--- src/rtl/mem_bus_arbiter.sv ---
// Three-master / one-slave memory arbiter with fetch stall generation,
// m1 starvation guard and slave timeout abort.
module mem_bus_arbiter #(
    parameter int unsigned TIMEOUT    = 255,
    parameter int unsigned STARVE_MAX = 4
) (
    input  logic        clk,
    input  logic        rst,

    input  logic        m0_req_i,
    input  logic        m0_we_i,
    input  logic [31:0] m0_addr_i,
    input  logic [31:0] m0_wdata_i,
    output logic [31:0] m0_rdata_o,
    output logic        m0_ack_o,

    input  logic        m1_req_i,
    input  logic [31:0] m1_addr_i,
    output logic [31:0] m1_rdata_o,
    output logic        m1_ack_o,

    input  logic        m2_req_i,
    input  logic        m2_we_i,
    input  logic [31:0] m2_addr_i,
    input  logic [31:0] m2_wdata_i,
    output logic [31:0] m2_rdata_o,
    output logic        m2_ack_o,

    output logic        s_req_o,
    output logic        s_we_o,
    output logic [31:0] s_addr_o,
    output logic [31:0] s_wdata_o,
    input  logic [31:0] s_rdata_i,
    input  logic        s_ack_i,

    output logic        hold_flag_o,
    output logic        bus_err_o
);

    localparam int unsigned TW = $clog2(TIMEOUT + 1);
    localparam logic [2:0]    SMAX = 3'(STARVE_MAX);
    localparam logic [TW-1:0] TMAX = TW'(TIMEOUT);

    typedef enum logic [1:0] {IDLE, BUSY, DONE} state_t;
    typedef enum logic [1:0] {G_M0, G_M1, G_M2} grant_t;

    state_t        state_q;
    grant_t        grant_q;
    grant_t        grant_d;
    logic [2:0]    starve_q;
    logic [2:0]    starve_d;
    logic [TW-1:0] timeout_q;
    logic          s_req_q;
    logic          s_we_q;
    logic [31:0]   s_addr_q;
    logic [31:0]   s_wdata_q;
    logic [31:0]   rdata0_q;
    logic [31:0]   rdata1_q;
    logic [31:0]   rdata2_q;
    logic [2:0]    ack_q;
    logic          bus_err_q;

    logic          any_req;
    logic          tmo_hit;
    logic          finish;
    logic [31:0]   cap_data;

    assign any_req  = m0_req_i | m1_req_i | m2_req_i;
    assign tmo_hit  = (timeout_q == TMAX) & ~s_ack_i;
    assign finish   = (state_q == BUSY) & (s_ack_i | tmo_hit);
    assign cap_data = s_ack_i ? s_rdata_i : 32'h0;

    // m2 always first; m1 beats m0 only once m0 has starved it enough
    always_comb begin
        grant_d  = G_M0;
        starve_d = starve_q;
        if (m2_req_i) begin
            grant_d = G_M2;
        end else if (m1_req_i && (starve_q == SMAX || !m0_req_i)) begin
            grant_d = G_M1;
        end
        if (grant_d == G_M1) begin
            starve_d = 3'd0;
        end else if (grant_d == G_M0 && m1_req_i && starve_q != SMAX) begin
            starve_d = starve_q + 3'd1;
        end
    end

    always_ff @(posedge clk) begin
        if (rst) begin
            state_q   <= IDLE;
            grant_q   <= G_M0;
            starve_q  <= 3'd0;
            timeout_q <= '0;
            s_req_q   <= 1'b0;
            s_we_q    <= 1'b0;
            s_addr_q  <= 32'h0;
            s_wdata_q <= 32'h0;
            rdata0_q  <= 32'h0;
            rdata1_q  <= 32'h0;
            rdata2_q  <= 32'h0;
            ack_q     <= 3'b000;
            bus_err_q <= 1'b0;
        end else begin
            ack_q     <= 3'b000;
            bus_err_q <= 1'b0;
            unique case (state_q)
                IDLE: begin
                    if (any_req) begin
                        state_q   <= BUSY;
                        grant_q   <= grant_d;
                        starve_q  <= starve_d;
                        timeout_q <= '0;
                        s_req_q   <= 1'b1;
                        unique case (grant_d)
                            G_M2: begin
                                s_addr_q  <= m2_addr_i;
                                s_we_q    <= m2_we_i;
                                s_wdata_q <= m2_wdata_i;
                            end
                            G_M1: begin
                                s_addr_q  <= m1_addr_i;
                                s_we_q    <= 1'b0;
                                s_wdata_q <= 32'h0;
                            end
                            default: begin
                                s_addr_q  <= m0_addr_i;
                                s_we_q    <= m0_we_i;
                                s_wdata_q <= m0_wdata_i;
                            end
                        endcase
                    end
                end
                BUSY: begin
                    if (finish) begin
                        state_q   <= DONE;
                        s_req_q   <= 1'b0;
                        s_we_q    <= 1'b0;
                        bus_err_q <= ~s_ack_i;
                        ack_q     <= 3'b001 << grant_q;
                        unique case (grant_q)
                            G_M2:    rdata2_q <= cap_data;
                            G_M1:    rdata1_q <= cap_data;
                            default: rdata0_q <= cap_data;
                        endcase
                    end else begin
                        timeout_q <= timeout_q + TW'(1);
                    end
                end
                DONE: begin
                    state_q <= IDLE;
                end
                default: begin
                    state_q <= IDLE;
                end
            endcase
        end
    end

    // a reset landing on the DONE cycle must swallow the completion pulse
    assign m0_ack_o    = ack_q[0] & ~rst;
    assign m1_ack_o    = ack_q[1] & ~rst;
    assign m2_ack_o    = ack_q[2] & ~rst;
    assign bus_err_o   = bus_err_q & ~rst;

    assign m0_rdata_o  = rdata0_q;
    assign m1_rdata_o  = rdata1_q;
    assign m2_rdata_o  = rdata2_q;

    assign s_req_o     = s_req_q;
    assign s_we_o      = s_we_q;
    assign s_addr_o    = s_addr_q;
    assign s_wdata_o   = s_wdata_q;

    assign hold_flag_o = m1_req_i & ~(state_q == DONE && grant_q == G_M1);

endmodule

--- config.mk ---
export PLATFORM = sky130hd
export DESIGN_NAME = mem_bus_arbiter
export DESIGN_NICKNAME = d
export VERILOG_FILES = /design/src/rtl/mem_bus_arbiter.sv
export SDC_FILE = /design/constraint.sdc
export NUM_CORES = 1
export LEC_CHECK = 0
export BUFFER_PORTS_ARGS = -buffer_cell sky130_fd_sc_hd__buf_2
export CORE_AREA = 2 2 141 143
export CTS_BUF_LIST = sky130_fd_sc_hd__clkbuf_2 sky130_fd_sc_hd__clkbuf_4 sky130_fd_sc_hd__clkbuf_8
export DETAILED_ROUTE_END_ITERATION = 12
export DIE_AREA = 0 0 143 145
export PLACE_DENSITY = 0.68
export SETUP_SLACK_MARGIN = 0.15
export SKIP_CTS_REPAIR_TIMING = 1
export SLEW_MARGIN = 10
export SYNTH_ARGS = -nofsm -noshare
export SYNTH_HDL_FRONTEND = slang
export SYNTH_SLANG_ARGS = --single-unit
--- constraint.sdc ---
create_clock -name clk -period 3.3 [get_ports clk]
set_clock_uncertainty 0.2 [all_clocks]
set_input_delay 0.66 -clock clk [delete_from_list [all_inputs] [get_ports clk]]
set_output_delay 0.66 -clock clk [all_outputs]
set_load 0.01 [all_outputs]
Word level (Yosys, flattened, before mapping). Index checks and enable logic that the tools add are counted.

Register bits: 181. Word-level logic and storage cells: 83.

Add/sub/neg operators: 2. Eq/ne operators: 12. Shifts and indexed selects: 1. Multiplexer cells: 19. Bitwise gates (word level): 16. Reduce and logical (&&, ||, !) cells: 20.

Operators by type and width (count): $pmux 32 s2 (2); $mux 32 (1); $reduce_and 3->1 (6); $mux 8 (2); $pmux 8 s2 (1); $add 8x1->8 const B (1); $eq 8x8->1 const B (1); $and 1x1->1 (7); $eq 2x1->1 const B (3); $eq 2x2->1 const B (3); $mux 2 (3); $mux 3 (2); $ne 2x2->1 const B (3); $not 1->1 (6); $pmux 1 s2 (3); $logic_and 1x1->1 (4); $logic_not 2->1 (2); $mux 1 (4); $pmux 2 s2 (1); $reduce_and 2->1 (2); $reduce_bool 2->1 (2); $add 3x1->3 const B (1); $eq 3x3->1 const B (1); $ne 3x3->1 const B (1); 6 further kinds (8).

Depth between registers and ports, before layout. Gate-level depths: netlist (run 1).

Word-level depth: 10. Depth in mapped cells: 8. Gate-level depth less buffers: 6.

Worst setup path after synthesis (run 1). OpenSTA, ideal clock, no wires.

Kind: input to register. Start point: input port m2_req_i. End point: register s_we_q (netlist: s_we_o). Setup time: 0.132 ns. Arrival time: 1.796 ns. Path slack: 1.172 ns. Stages on the path: 7. Buffers on the path: 3. Cell sequence: buf_2 -> or3_1 -> and2_1 -> buf_6 -> buf_6 -> o2bb2ai_1 -> nor3_1.

Cells in the longest elaborated chain, start to end: 5. Elaborated cells on any way between the ends: 9. Classes of those cells: 3 x eq/ne; 4 x mux; 1 x bitwise; 1 x reduce/logical.

Ends and longest elaborated chain: start: declaration (line 22) `input logic m2_req_i,`; $mux 2 (line 77) `if (m2_req_i) begin`; $eq 2x1->1 / $eq 2x2->1 (equally long branches) (line 115) `unique case (grant_d)`; $pmux 1 s2 (line 115); $mux 1 (line 109) `if (any_req) begin`; $pmux 1 s2 (line 107) `unique case (state_q)`; end signal: assignment (line 118) `s_we_q <= m2_we_i;`; end signal: assignment (line 128) `s_we_q <= m0_we_i;`; end: declaration (line 54) `logic s_we_q;`.

Parallel ways exist; a longest one is shown, timed or not. The select of a mux whose other input is x is not followed. A chain may end at the register's enable or synchronous reset.

Final worst setup path (run 1).
Start point: register grant_q[1]. End point: output port hold_flag_o.

Cells in the longest elaborated chain, start to end: 4.

Ends and longest elaborated chain: start: declaration (line 48) `grant_t grant_q;`; start signal: assignment (line 111) `grant_q <= grant_d;`; $eq 2x1->1 (line 175) `assign hold_flag_o = m1_req_i & ~(state_q == DONE && grant_q == G_M1);`; $logic_and 1x1->1 (line 175); $not 1->1 (line 175); $and 1x1->1 (line 175); end: declaration (line 36) `output logic hold_flag_o,`.

No other way between the ends.

==> results of run 1 <==
-- registers in the layout (all words and copies together) (netlist names), 3 cells and up --
name / cells
starve_q: 3
ack_q: 3
m0_rdata_o: 32
s_wdata_o: 32
m1_rdata_o: 32
m2_rdata_o: 32
s_addr_o: 32
timeout_q: 8
-- where the power goes --
| group | total (mW) | internal [mW] | switching [mW] |
|---|---|---|---|
| logic | 0.875 | 0.356 | 0.519 |
| registers | 2.38 | 2.31 | 0.0652 |
| clock network | 1.53 | 0.586 | 0.944 |
-- cell usage in the layout (no fill, tap or decap), drive strengths merged, types with 2 or more instances in the layout --
cell    instances
nand2          35
nor2           74
nor2b           7
ha              5
inv            17
buf           380
nand3b          2
o21ai           3
dfxtp         181
or3             2
a32o           96
a311oi          2
a31oi           4
nor3b           2
nor3           39
a21oi          12
clkbuf         17
a221oi         65
a211oi         33
nand4           2
and2            4
o211ai          3
clkinv          5
a22oi           2
nand3          10
-- final cells by class --
class | instances | area share
Clock inverter | 15 | 0.01879
Antenna cell | 1 | 0.0002646
Tap cell | 265 | 0.03506
Multi-Input combinational cell | 412 | 0.3245
Inverter | 8 | 0.003175
Sequential cell | 181 | 0.3831
Clock buffer | 17 | 0.02474
Timing Repair Buffer | 380 | 0.2103
-- cell families (layout without fill, tap and decap cells) --
group,Yosys count,in the layout,share of synthesized area
and+or+nand+nor,182,182,0.1175
buffers and inverters,84,420,0.06674
AOI/OAI and AO/OA,225,225,0.2997
DFF,181,181,0.5073
adders and majority gates,5,5,0.008758
other,0,1,0
-- worst max-delay path by stage --
| stage | startpoint | cells after the start | endpoint | slack (ps) |
|---|---|---|---|---|
| final | grant_q[1] | 4 | hold_flag_o | 920 |
| after global routing | grant_q[1] | 4 | hold_flag_o | 810 |
| after CTS | grant_q[1] | 4 | hold_flag_o | 880 |
| after detailed placement | m2_req_i | 6 | s_addr_o[11] | 700 |
| after global placement | m2_req_i | 6 | s_addr_o[2] | 760 |
| after floorplan | m2_req_i | 7 | s_we_o | 1170 |
-- worst min-delay path: stages --
cell      delay [ps]
buf_2             90
nand2_1           50
a211oi_1          60
-- metal layers --
metal / wire length, um / vias up
li1: - / 3299
met1: 8864 / 3233
met2: 11480 / 318
met3: 2159 / 43
met4: 777 / 2
met5: 11 / -
-- Yosys cell counts (2+ instances only) --
master    instances  share of area
nand3b_1          2         0.0021
buf_6            17          0.027
a211oi_2         10          0.018
a32o_1           96           0.13
nor2b_1           6         0.0053
buf_2            24          0.017
a221oi_2         10          0.021
a21oi_1           9         0.0063
a311oi_1          2         0.0025
o21ai_0           2         0.0014
ha_1              5         0.0088
nor3_1           39          0.027
a22oi_1           2         0.0021
nand2_1          34          0.018
and2_1            4         0.0035
o211ai_1          3         0.0032
inv_1             8         0.0042
dfxtp_1         181           0.51
a21oi_4           3         0.0068
clkbuf_1         34          0.018
a221oi_1         55          0.067
nor2_1           74          0.039
a31oi_1           4         0.0035
a211oi_1         23          0.024
nand3_1          10         0.0070
-- metrics by stage --
stage                     total power, mW  setup slack (ps)  hold WS, ps  cell area (sq um)  instances
after detailed placement            3.309             704.5        248.2               9044       1246
final                               4.785             924.0        219.4               9458       1279
after CTS                           4.847             884.1        185.8               9455       1278
after floorplan                     2.945              1172        257.9               7143        677
after global placement              3.300             763.6        241.6               9044       1246
after global routing                5.022             809.2        212.1               9458       1279
==> results.py, run 1 <==
metrics = {
    "timing": {
        "fin_crit_ps": 2376,
        "period_share": 0.7200,
        "rsz0062_at_grt": "no",
        "slew_headroom": 0.5114,
        "max_freq_ghz": 0.4209,
        "setup-tns-final_ps": 0,
        "setup_violations": 0,
        "maxSlewViolCount": 0,
        "hold_viol": 0,
        "tightest_slew_ps": 732.8,
    },
    "logic_synthesis": {
        "syn_inst": 677,
        "ys_types": 45,
        "yosys_warnings": 0,
        "syn_area_sq_um": 7143,
        "synthArstFlopShare": 0,
        "yosysSeqAreaShare": 0.5073,
        "ys_ff_latch": 181,
        "synth_nets": 882,
        "synth_edf_count": 0,
        "avgSynthCellArea_sq_um": 10.55,
        "ys.flop_type": "dfxtp_1",
    },
    "route": {
        "drt_iter0_drc": 427,
        "ant_nets": 0,
        "drc": 0,
        "avgViaCountPerCell": 5.391,
        "vias": 6895,
        "drt_pass1_iterations": 4,
        "routed_wl_mm": 23.29,
        "detail_route.wl_per_cell_um": 18.21,
    },
    "floorplan": {
        "core-area_sq_um": 19210,
        "die_h_um": 145,
        "io_pins": 367,
        "die_area_sq_um": 20740,
        "initial_core_util": 0.3719,
        "num_rows": 51,
        "die_w_um": 143,
    },
    "clocking": {
        "htree_num_levels": 4,
        "cts-root-buf": "clkbuf_8",
        "clk_path_buf_depth": 2,
        "cts_made_buffers": 17,
        "clkTransAtPathRegs_ps": 120,
        "cts.sinks": 181,
        "clock_latency_ps": 460,
        "cts_tree": "done",
    },
    "power_and_ir_drop": {
        "p_leak_nw": 4.251,
        "peakVddDrop_mv": 0.2076,
        "cellPowerDensity_nw_per_um2": 505.9,
    },
    "worst_setup_path": {
        "arrival_ps": 1520,
        "worstPathRequired_ps": 2440,
        "path_max_fanout": 5,
        "start_kind": "register",
        "reg2reg_from": "timeout_q[0]",
        "slowest_delay_ps": 460,
        "critPathTopFamily": "flip-flops",
        "regToRegEndpoint": "m1_rdata_o[9]",
        "r2r_slack_ps": 1130,
        "cp_slowest_cell": "dfxtp_1",
        "cp-end-kind": "output port",
        "worstRegToRegCells": 6,
        "worst-path-buf-inv": 2,
        "path_class": "register to output port",
        "crit_chain": "inv_1, ha_1, a31oi_1, buf_2",
    },
    "job": {
        "drv_cap": 0,
    },
    "hold_path": {
        "hp-class": "primary input to register",
        "hold_end": "s_addr_o[1]",
        "min_path_cells": 3,
        "hold_path.startpoint": "m0_addr_i[1]",
    },
    "global_routing": {
        "grt_max_degree": 82,
        "grt_pass1_wl_mm": 36.12,
        "grtUsageMet3": 0.06964,
        "met2_usage": 0.3734,
        "met1_usage": 0.2548,
        "grt_pass1_vias": 6627,
        "grtUsageTotal": 0.2204,
        "grt-busiest-layer": "met2",
        "grt_overflow": 0,
        "antenna_found_initial": 2,
    },
    "finish": {
        "fin_util": 0.4924,
        "drive_gt1_frac": 0.4423,
        "multi_input_area_sq_um": 3069,
        "seqCellArea_sq_um": 3623,
        "syn_to_final_growth_pct": 32.40,
        "num-nets-final": 1205,
        "fill_cells": 1827,
    },
    "placement": {
        "routabilityCongestion": 0.8163,
        "hpwl_mm": 16.18,
        "io_buffers": 366,
    },
    "outcome": {
        "status": "finished clean",
    },
}
No activity file was read; power rests on OpenSTA's default activity.
==> run 2: changes to the inputs <==
- ABC_AREA: default -> 1
- CORE_AREA: 2 2 141 143 -> 2 2 142 144
- DIE_AREA: 0 0 143 145 -> 0 0 144 146
- PLACE_DENSITY: 0.68 -> 0.74
- clock period: 3.3 -> 1.95 ns (I/O delays scaled with it)
==> results.py, run 2 <==
metrics = {
    "worst_setup_path": {
        "cp_common_cell": "inv_2",
        "arrival_ps": 1370,
        "worst-path-buf-inv": 3,
        "cp_slowest_cell": "dfxtp_2",
        "crit_chain": "inv_2, ha_4, nand3_2, nand2_2, inv_2, buf_6",
        "slowest_delay_ps": 360,
        "path_class": "register to output port",
        "cp-end-kind": "output port",
        "worstPathRequired_ps": 1360,
        "start_kind": "register",
        "path_max_fanout": 3,
        "critPathTopFamily": "flip-flops",
    },
    "clocking": {
        "cts.sinks": 181,
        "clkTransAtPathRegs_ps": 100,
        "clock_latency_ps": 460,
        "htree_num_levels": 4,
        "clk_path_buf_depth": 2,
        "cts_tree": "done",
        "cts_made_buffers": 17,
        "cts-root-buf": "clkbuf_8",
    },
    "global_routing": {
        "grt_pass1_wl_mm": 42.34,
        "grt_max_degree": 76,
        "grt_pass1_vias": 8272,
        "grtUsageTotal": 0.2509,
        "antenna_found_initial": 2,
        "grt_overflow": 0,
    },
    "timing": {
        "rsz0062_at_grt": "yes",
        "slew_headroom": 0.4678,
        "hold_viol": 3,
        "maxSlewViolCount": 0,
        "tightest_slew_ps": 798.4,
        "fin_crit_ps": 1957,
        "setup-tns-final_ps": -7.161,
        "setup_violations": 1,
        "fin_ws_ps": -7.161,
        "period_share": 1.004,
        "max_freq_ghz": 0.5109,
        "hold-worst-slack_ps": -10.93,
    },
    "floorplan": {
        "die_area_sq_um": 21020,
        "initial_core_util": 0.4113,
        "core-area_sq_um": 19330,
        "num_rows": 51,
        "io_pins": 367,
        "die_w_um": 144,
        "die_h_um": 146,
    },
    "logic_synthesis": {
        "yosysSeqAreaShare": 0.4556,
        "syn_area_sq_um": 7953,
        "yosys.area.top_type": "dfxtp_1",
        "ys_types": 27,
        "ys_ff_latch": 181,
        "ys.flop_type": "dfxtp_1",
        "syn_inst": 1107,
        "synth_common_cells": "nand2_1, a21oi_1, dfxtp_1",
        "yosys_warnings": 0,
        "avgSynthCellArea_sq_um": 7.184,
        "synthArstFlopShare": 0,
        "synth_edf_count": 0,
        "yosysMostFrequentCell": "nand2_1",
        "synth_top_area_frac": 0.4556,
        "synth_area_leaders": "dfxtp_1, nand2_1, a21oi_1",
        "synth_nets": 1312,
    },
    "finish": {
        "final_cell_mix": "buf_2, nand2_1, dfxtp_1",
        "syn_to_final_growth_pct": 59.60,
        "num-nets-final": 1726,
        "layout_commonest_cell": "buf_2",
        "fin_area_sq_um": 12690,
        "final_cells": 1800,
        "drive_gt1_frac": 0.4192,
        "fill_cells": 1522,
    },
    "route": {
        "ant_nets": 0,
        "routed_wl_mm": 34.23,
        "vias": 9905,
        "drt_pass1_iterations": 5,
        "drc": 0,
        "detail_route.wl_per_cell_um": 19.02,
        "avgViaCountPerCell": 5.503,
        "drt_iter0_drc": 860,
    },
    "placement": {
        "hpwl_mm": 19.32,
        "place_area_sq_um": 10060,
        "dp.cells": 1667,
        "io_buffers": 366,
        "routabilityCongestion": 0.8885,
        "pre_cts_ws_ps": 47.11,
    },
    "power_and_ir_drop": {
        "cellPowerDensity_nw_per_um2": 711.4,
        "peakVddDrop_mv": 0.4086,
        "p_leak_nw": 5.830,
    },
    "outcome": {
        "status": "finished, violations left",
        "violations": "hold timing, setup timing",
    },
    "hold_path": {
        "hp-class": "primary input to register",
    },
    "job": {
        "drv_cap": 0,
    },
}
run 2: worst paths after layout:
path / start / end / slack (ps) / cells past startpoint
worst min-delay path: m0_wdata_i[28] / s_wdata_o[28] / -10 / 3
worst max register to register: timeout_q[0] / m0_rdata_o[29] / 10 / 10
worst max-delay path: grant_q[1] / hold_flag_o / -7 / 6
worst min register to register: m2_rdata_o[25] / m2_rdata_o[25] / 260 / 2
run 2: per-stage QoR:
stage	utilization	total power [mW]
final	0.6564	9.029
after global routing	0.6564	9.367
after CTS	0.5431	8.558
after detailed placement	0.5202	5.717
after global placement	0.5202	5.704
after floorplan	-	4.993
run 2: where the power goes:
part	switching (mW)	internal, mW	leakage [nW]	total, mW
logic	1.23	0.877	4.13	2.11
registers	0.133	3.91	1.48	4.04
clock network	1.55	1.33	0.216	2.88
total	2.92	6.11	5.83	9.03
run 2: final cells by class:
type / count / area, sq um / area share
inverters: 73 / 274.0 / 0.02159
diodes: 1 / 2.502 / 0.0001972
clock buffers: 17 / 234.0 / 0.01843
multi-input cells: 753 / 4461 / 0.3514
clock inverters: 15 / 210.2 / 0.01656
repair buffers: 495 / 3541 / 0.2790
flip-flops and latches: 181 / 3638 / 0.2867
well taps: 265 / 331.6 / 0.02612
run 2: tightest hold or removal path, stage by stage:
cell and delay (ps):
buf_2 110, nand2_1 60, a21oi_1 50
run 2: routing by layer:
metal / part of all wire / GRT usage
met3: 0.10 / 0.06088
met4: 0.067 / 0.1191
met1: 0.36 / 0.3027
met2: 0.47 / 0.4171
met5: 0.00032 / 0
run 2: kinds of logic after synthesis:
logic type,count (synthesis),share of synthesized area
buffers and inverters,173,0.09644
AND/OR/NAND/NOR,468,0.2596
AO/OA/AOI/OAI,278,0.1783
adder cells (fa/ha/maj),5,0.007867
flip-flops,181,0.4556
XOR/XNOR,2,0.002203
==> run 3: changes to the inputs <==
--- a/config.mk
+++ b/config.mk
@@ -12,4 +12,5 @@
 export DETAILED_ROUTE_END_ITERATION = 12
 export DIE_AREA = 0 0 144 146
+export HOLD_SLACK_MARGIN = 0.05
 export PLACE_DENSITY = 0.74
 export SETUP_SLACK_MARGIN = 0.15
==> constraint.sdc (replaced) <==
create_clock -name clk -period 1.95 [get_ports clk]
set_clock_uncertainty 0.2 [all_clocks]
set_input_delay 0.0975 -clock clk [delete_from_list [all_inputs] [get_ports clk]]
set_output_delay 0.0975 -clock clk [all_outputs]
set_load 0.01 [all_outputs]
==> results.py, run 3 (synthesized netlist as in run 2, its figures left out) <==
metrics = {
    "worst_setup_path": {
        "slowest_delay_ps": 350,
        "path_max_fanout": 24,
        "regToRegEndpoint": "s_wdata_o[5]",
        "critPathTopFamily": "buffers and inverters",
        "arrival_ps": 2020,
        "startpoint": "starve_q[0]",
        "reg2reg_from": "starve_q[0]",
        "crit_chain": "inv_1, ha_1, nand2_1, nand2_2, a21oi_4, buf_4, clkbuf_16, nand2_1, a21oi_1",
        "r2r_slack_ps": 120,
        "worst-path-buf-inv": 3,
        "worstPathRequired_ps": 2130,
        "cp_slowest_cell": "dfxtp_2",
        "cp.depth": 9,
        "cp-end-kind": "register",
        "path_class": "register to register",
        "start_kind": "register",
        "cp_common_cell": "nand2_1",
        "worstRegToRegCells": 9,
    },
    "clocking": {
        "htree_num_levels": 4,
        "cts-root-buf": "clkbuf_8",
        "cts.sinks": 181,
        "clock_latency_ps": 460,
        "cts_tree": "done",
        "clkTransAtPathRegs_ps": 110,
        "clk_path_buf_depth": 2,
        "cts_made_buffers": 17,
    },
    "timing": {
        "tightest_slew_ps": 592.1,
        "fin_crit_ps": 1833,
        "period_share": 0.9399,
        "setup_violations": 0,
        "max_freq_ghz": 0.5456,
        "fin_ws_ps": 117.1,
        "maxSlewViolCount": 0,
        "setup-tns-final_ps": 0,
        "rsz0062_at_grt": "yes",
        "hold-worst-slack_ps": 1.719,
        "slew_headroom": 0.6053,
        "hold_viol": 0,
    },
    "finish": {
        "fin_util": 0.6655,
        "final_cells": 1921,
        "drive_gt1_frac": 0.2894,
        "syn_to_final_growth_pct": 61.80,
        "fin_area_sq_um": 12870,
        "final_cell_mix": "buf_2, nand2_1, a21oi_1",
        "num-nets-final": 1847,
        "layout_commonest_cell": "buf_2",
    },
    "route": {
        "ant_nets": 0,
        "vias": 10660,
        "avgViaCountPerCell": 5.550,
        "routed_wl_mm": 35.91,
        "drc": 0,
        "detail_route.wl_per_cell_um": 18.69,
        "drt_pass1_iterations": 8,
        "drt_iter0_drc": 904,
    },
    "floorplan": {
        "core-area_sq_um": 19330,
        "io_pins": 367,
        "die_area_sq_um": 21020,
        "initial_core_util": 0.4113,
        "num_rows": 51,
        "die_w_um": 144,
        "die_h_um": 146,
    },
    "placement": {
        "routabilityCongestion": 0.8656,
        "io_buffers": 366,
        "dp.cells": 1666,
        "hpwl_mm": 19.05,
        "pre_cts_ws_ps": 59.62,
        "place_area_sq_um": 10000,
    },
    "global_routing": {
        "grt_pass1_wl_mm": 42.23,
        "grtUsageTotal": 0.2496,
        "grt_overflow": 0,
        "grt_pass1_vias": 8142,
        "grt_max_degree": 127,
        "antenna_found_initial": 1,
    },
    "hold_path": {
        "min_path_cells": 3,
        "hold_path.startpoint": "rst",
        "hold_end": "m1_rdata_o[23]",
        "hp-class": "primary input to register",
    },
    "job": {
        "drv_cap": 0,
    },
    "outcome": {
        "status": "finished clean",
    },
    "power_and_ir_drop": {
        "peakVddDrop_mv": 0.4234,
        "cellPowerDensity_nw_per_um2": 680.9,
        "power_mw": 8.762,
        "p_leak_nw": 6.031,
    },
}
[run 3: changes by cell type in the layout (fill, tap and decap cells not counted), moves of 5 or more]
cell and delta:
dlygate4sd3_1 +144, a21oi_1 +68, a21oi_2 -68, nand2_1 +68, nand2_4 -63, buf_12 -10, clkbuf_16 -8, nand3_2 -6
inv_6 -5, nand3_1 +5
[run 3: layer usage]
metal / global-route usage / share of wire
met5: 0 / 0
met4: 0.08971 / 0.065
met3: 0.04673 / 0.11
met2: 0.4074 / 0.46
met1: 0.3284 / 0.37
[run 3: how the worst max path moves through the flow]
stage / slack (ps) / end
final: 120 / s_wdata_o[5]
after global routing: 20 / s_wdata_o[5]
after CTS: -50 / hold_flag_o
after detailed placement: 60 / m0_rdata_o[28]
after global placement: 90 / s_addr_o[4]
after floorplan: 300 / s_addr_o[0]
[run 3: area by class of cell]
class / count / area [sq um]
antenna: 1 / 2.502
clock buffer: 17 / 234.0
clock inverter: 15 / 163.9
fill: 1510 / 6467
inverter: 73 / 274.0
multi-input combinational: 754 / 3714
sequential: 181 / 3636
tap: 265 / 331.6
timing repair buffer: 615 / 4512
[run 3: worst register-to-register path: cells and delay by family (launching register included)]
family                     cells  cell delay [ps]
buffers and inverters          3              430
AOI/OAI and AO/OA              2              360
DFF                            1              350
and+or+nand+nor                3              250
adders and majority gates      1              180
[run 3: where the power goes]
group	switching, mW	internal, mW
Sequential	0.131	3.91
Clock	1.60	0.969
Combinational	1.23	0.931
Total	2.95	5.81
